`src/rtl/pipeline_pkg.sv`:
```
// pipeline_pkg: shared pipeline-register types, bubble constant and fetch FSM states
package pipeline_pkg;
  localparam logic [31:0] NOP_INSTR = 32'h0000_0013;
  typedef struct packed {
    logic [31:0] instr;
    logic [31:0] pc;
    logic [31:0] pc4;
    logic        valid;
  } if_id_t;
  localparam if_id_t BUBBLE = '{instr: NOP_INSTR, pc: 32'h0, pc4: 32'h0, valid: 1'b0};
  typedef enum logic {BOOT, RUN} fetch_state_t;
endpackage

```
`src/rtl/if_id_reg.sv`:
```
// if_id_reg: IF/ID pipeline register with reset, flush (to bubble), load and hold
module if_id_reg
  import pipeline_pkg::*;
(
  input  logic   clk,
  input  logic   rst_n,
  input  logic   load,
  input  logic   flush,
  input  if_id_t d,
  output if_id_t q
);
  always_ff @(posedge clk)
    q <= (!rst_n || flush) ? BUBBLE : load ? d : q;
endmodule

```
`src/rtl/if_fetch_stage.sv`:
```
// if_fetch_stage: PC register, next-PC selection and IF/ID register with stall/flush counters
module if_fetch_stage
  import pipeline_pkg::*;
#(
  parameter int              XLEN     = 32,
  parameter logic [XLEN-1:0] RESET_PC = '0,
  parameter int              CNT_W    = 32
) (
  input  logic             clk,
  input  logic             rst_n,
  input  logic             SignalPC,
  input  logic             Redirect,
  input  logic [XLEN-1:0]  RedirectPC,
  output logic [XLEN-1:0]  imem_addr,
  input  logic [31:0]      imem_rdata,
  output logic [31:0]      ifid_instr,
  output logic [XLEN-1:0]  ifid_pc,
  output logic [XLEN-1:0]  ifid_pc4,
  output logic             ifid_valid,
  output logic [CNT_W-1:0] stall_cnt,
  output logic [CNT_W-1:0] flush_cnt
);
  fetch_state_t state;
  logic [XLEN-1:0] pc, pc4;
  logic run, redir, stall;
  if_id_t d, q;
  assign run = state == RUN;
  assign redir = run && Redirect;
  assign stall = run && SignalPC && !Redirect;
  assign pc4 = pc + XLEN'(4);
  assign imem_addr = pc;
  assign d = '{instr: imem_rdata, pc: pc, pc4: pc4, valid: 1'b1};
  // BOOT always loads a bubble so imem has a cycle to settle
  if_id_reg u_ifid (
    .clk   (clk),
    .rst_n (rst_n),
    .load  (!stall),
    .flush (!run || redir),
    .d     (d),
    .q     (q)
  );
  assign ifid_instr = q.instr;
  assign ifid_pc = q.pc;
  assign ifid_pc4 = q.pc4;
  assign ifid_valid = q.valid;
  always_ff @(posedge clk)
    if (!rst_n) begin
      state <= BOOT;
      pc <= RESET_PC;
      stall_cnt <= '0;
      flush_cnt <= '0;
    end else begin
      state <= RUN;
      pc <= redir ? RedirectPC : (run && !stall) ? pc4 : pc;
      stall_cnt <= (stall && !(&stall_cnt)) ? stall_cnt + CNT_W'(1) : stall_cnt;
      flush_cnt <= (redir && !(&flush_cnt)) ? flush_cnt + CNT_W'(1) : flush_cnt;
    end
endmodule

```
`config.mk`:
```
export PLATFORM = sky130hd
export DESIGN_NAME = if_fetch_stage
export DESIGN_NICKNAME = d
export VERILOG_FILES = /design/src/rtl/pipeline_pkg.sv /design/src/rtl/if_id_reg.sv /design/src/rtl/if_fetch_stage.sv
export SDC_FILE = /design/constraint.sdc
export NUM_CORES = 1
export LEC_CHECK = 0
export CORE_ASPECT_RATIO = 2
export CORE_MARGIN = 4
export CORE_UTILIZATION = 45
export CTS_CLUSTER_DIAMETER = 40
export CTS_CLUSTER_SIZE = 25
export DETAILED_ROUTE_END_ITERATION = 7
export PLACE_DENSITY_LB_ADDON = 0.08
export SKIP_LAST_GASP = 1
export SYNTH_ARGS = -nofsm -noshare
export SYNTH_HDL_FRONTEND = slang
export SYNTH_SLANG_ARGS = --single-unit
```
`constraint.sdc`:
```
create_clock -name clk -period 5.1 [get_ports clk]
set_input_delay 1.02 -clock clk [delete_from_list [all_inputs] [get_ports clk]]
set_output_delay 1.02 -clock clk [all_outputs]
set_load 0.01 [all_outputs]
```
==> metrics.txt <==
pre-CTS setup slack=1.28 ns; Die Height=204 um; Worst Skew=0.0126 ns; vias in the first global route=8300; distinct cell type count after synthesis=60; Cells after DPL=1508; initial antenna violation count=1; post-route cell area=11900 um^2; CTS clock-pin slew for the worst setup and hold paths=0.07 ns; CP Max Fanout=13; worst setup margin=1.69 ns; post-DP HPWL=19600 um; Final Wtd Congestion=0.863; top-area cell type share of the netlist area=44.4%; ANT cells=0; setup TNS=0 ns; Non-Filler Instances=1540; sequential area share after synthesis=44.4%; port bufs=260; Max Root-Sink Buffers=2; top-count cell post-synth=dfxtp_1; # nets final=1343; CTS resizes=0; peak supply drop=0.218 mV; Worst setup SP type=input pin; top post-synthesis cells by count=dfxtp_1 (192), nand2_1 (173), a21oi_1 (141), clkbuf_1 (64), o21ai_0 (56); ranking of synthesized cells by area=dfxtp_1 (44%), a21oi_1 (8.2%), nand2_1 (7.5%); Post-DP Area=11400 um^2; Synth Warn #=0; largest net degree at the start of global routing=121; First-pass DRT Iterations=5; fmax=0.293 GHz; chip width=106 um; DR vias=8741; worst slew pin tran=1.19 ns; hold buffers post-CTS=0; number of routed nets with antenna violations=0; gr usage total=25.4%; main flop type after synthesis=dfxtp_1; headroom to the max-slew limit=21.0%; CTS sink count=192; Yosys reg bits=192; CTS tree=done; Pins Over Slew Limit=0; Critical Path Sink Type=flop; # fillers=1715; Tcrit/Tclk final=66.9%; hold_sp=u_ifid.q[80]$_SDFFE_PP0N_; status=finished clean; Final setup viols=0; mapped cell area=8660 um^2; Final Hold Vio Count=0; Vias per Instance=5.68; WP data required=5.46 ns; Yosys top cell by area=dfxtp_1; first-pass GRT wire length=44300 um; Area Growth Syn to Fin=37.6%; PnR Total Power=0.00313 W; total CTS buffers=17; starting DRC count in detailed routing=433; Mean Syn Cell Area=8.13 um^2; beginning of the worst register-to-register path=stall_cnt[8]$_SDFFE_PN0P_; RSZ-0062 raised after global routing=no; final WL=28000 um; Initial Utilization=46.0%; Leak=3.87 nW; IO Count=261; Root Buffer=clkbuf_16; Post-CTS Setup Bufs=0; crit path DAT=3.77 ns; # DRC=0; area of the multi-input gates=4440 um^2; crit path kind=input pin to flop; fraction of registers with async set/reset=0%; routed length per instance=18.2 um; MaxCap Viol Count=0; Worst Setup SP=SignalPC; H-tree levels=4; PD cells=262 nW/um^2; Post-Syn Nets=1136; Worst Hold Class=flop to flop; EDFF count, synth=0; Register Area=3840 um^2; final period demand of the worst path=3.41 ns; Placeable Area=18800 um^2; cell count after synthesis=1065; share of layout cells above drive strength 1=5.06%; clk_lat worst skew=0.44 ns; Site Rows=71; die area=21700 um^2; gr ovfl total=0
[layout by cell type (no fill, tap or decap), types with 7 or more instances in the layout]
cell,instances
clkdlybuf4s50_1,259
o21ai_0,56
and3_1,15
nand3_1,44
a21oi_1,141
a311oi_1,9
inv_1,15
buf_4,13
xor2_1,12
xnor2_1,32
o31ai_1,22
a211oi_1,22
nand2b_1,7
or4_1,20
nor3_1,21
nand4_1,24
nor2_1,49
o21a_1,8
nand2_1,172
nor4_1,9
or3_1,25
clkbuf_16,17
and4_1,12
dfxtp_1,192
[power by group]
group	internal, W	total (W)	switching [W]
clock network	0.000672	0.00128	0.000613
logic	0.000136	0.000275	0.000139
registers	0.00153	0.00157	0.0000402
[worst paths after layout]
| path | depth (start not counted) | to | slack (ns) |
|---|---|---|---|
| max reg2reg | 6 | stall_cnt[5]$_SDFFE_PN0P_ | 2.35 |
| min | 2 | u_ifid.q[80]$_SDFFE_PP0N_ | 0.45 |
| min reg2reg | 2 | u_ifid.q[80]$_SDFFE_PP0N_ | 0.45 |
| max | 6 | stall_cnt[31]$_SDFFE_PN0P_ | 1.69 |
[logic make-up after synthesis]
kind of cell	synth area share, %
multiplexers	0.578
AND/OR/NAND/NOR	24.6
adder cells (fa/ha/maj)	0.434
buffers and inverters	4.70
XOR/XNOR	4.45
flip-flops	44.4
AO/OA/AOI/OAI	20.9
[critical path, cell delays in order]
cell	delay, ns
clkdlybuf4s50_1	0.94
nand3b_4	0.16
or4_1	0.71
nand4bb_4	0.34
or4_1	0.45
a21oi_1	0.14
[metal layers]
| metal | GRT usage (%) | routed length [um] |
|---|---|---|
| met1 | 29.2 | 11000 |
| met2 | 45.4 | 14400 |
| met3 | 5.00 | 1600 |
| met4 | 11.0 | 999 |
| met5 | 0 | 8 |
[sequential cells by signal, indices dropped and copies added (netlist names)]
signal	count
flush_cnt	32
imem_addr	32
run	1
stall_cnt	32
u_ifid.q	95
[through the flow]
stage	hold WS, ns	util, %
after floorplan	0.450	-
after global placement	0.438	60.3
after detailed placement	0.442	60.3
after CTS	0.452	63.3
after global routing	0.467	63.3
final	0.449	63.3
[area by class of cell]
| cell class | count | share of cell area [%] |
|---|---|---|
| Sequential cell | 192 | 32.3 |
| Clock inverter | 9 | 0.630 |
| Multi-Input combinational cell | 772 | 37.3 |
| Clock buffer | 23 | 4.01 |
| Timing Repair Buffer | 273 | 22.6 |
| Inverter | 16 | 0.504 |
| Tap cell | 255 | 2.68 |
No activity file was read; power rests on OpenSTA's default activity.
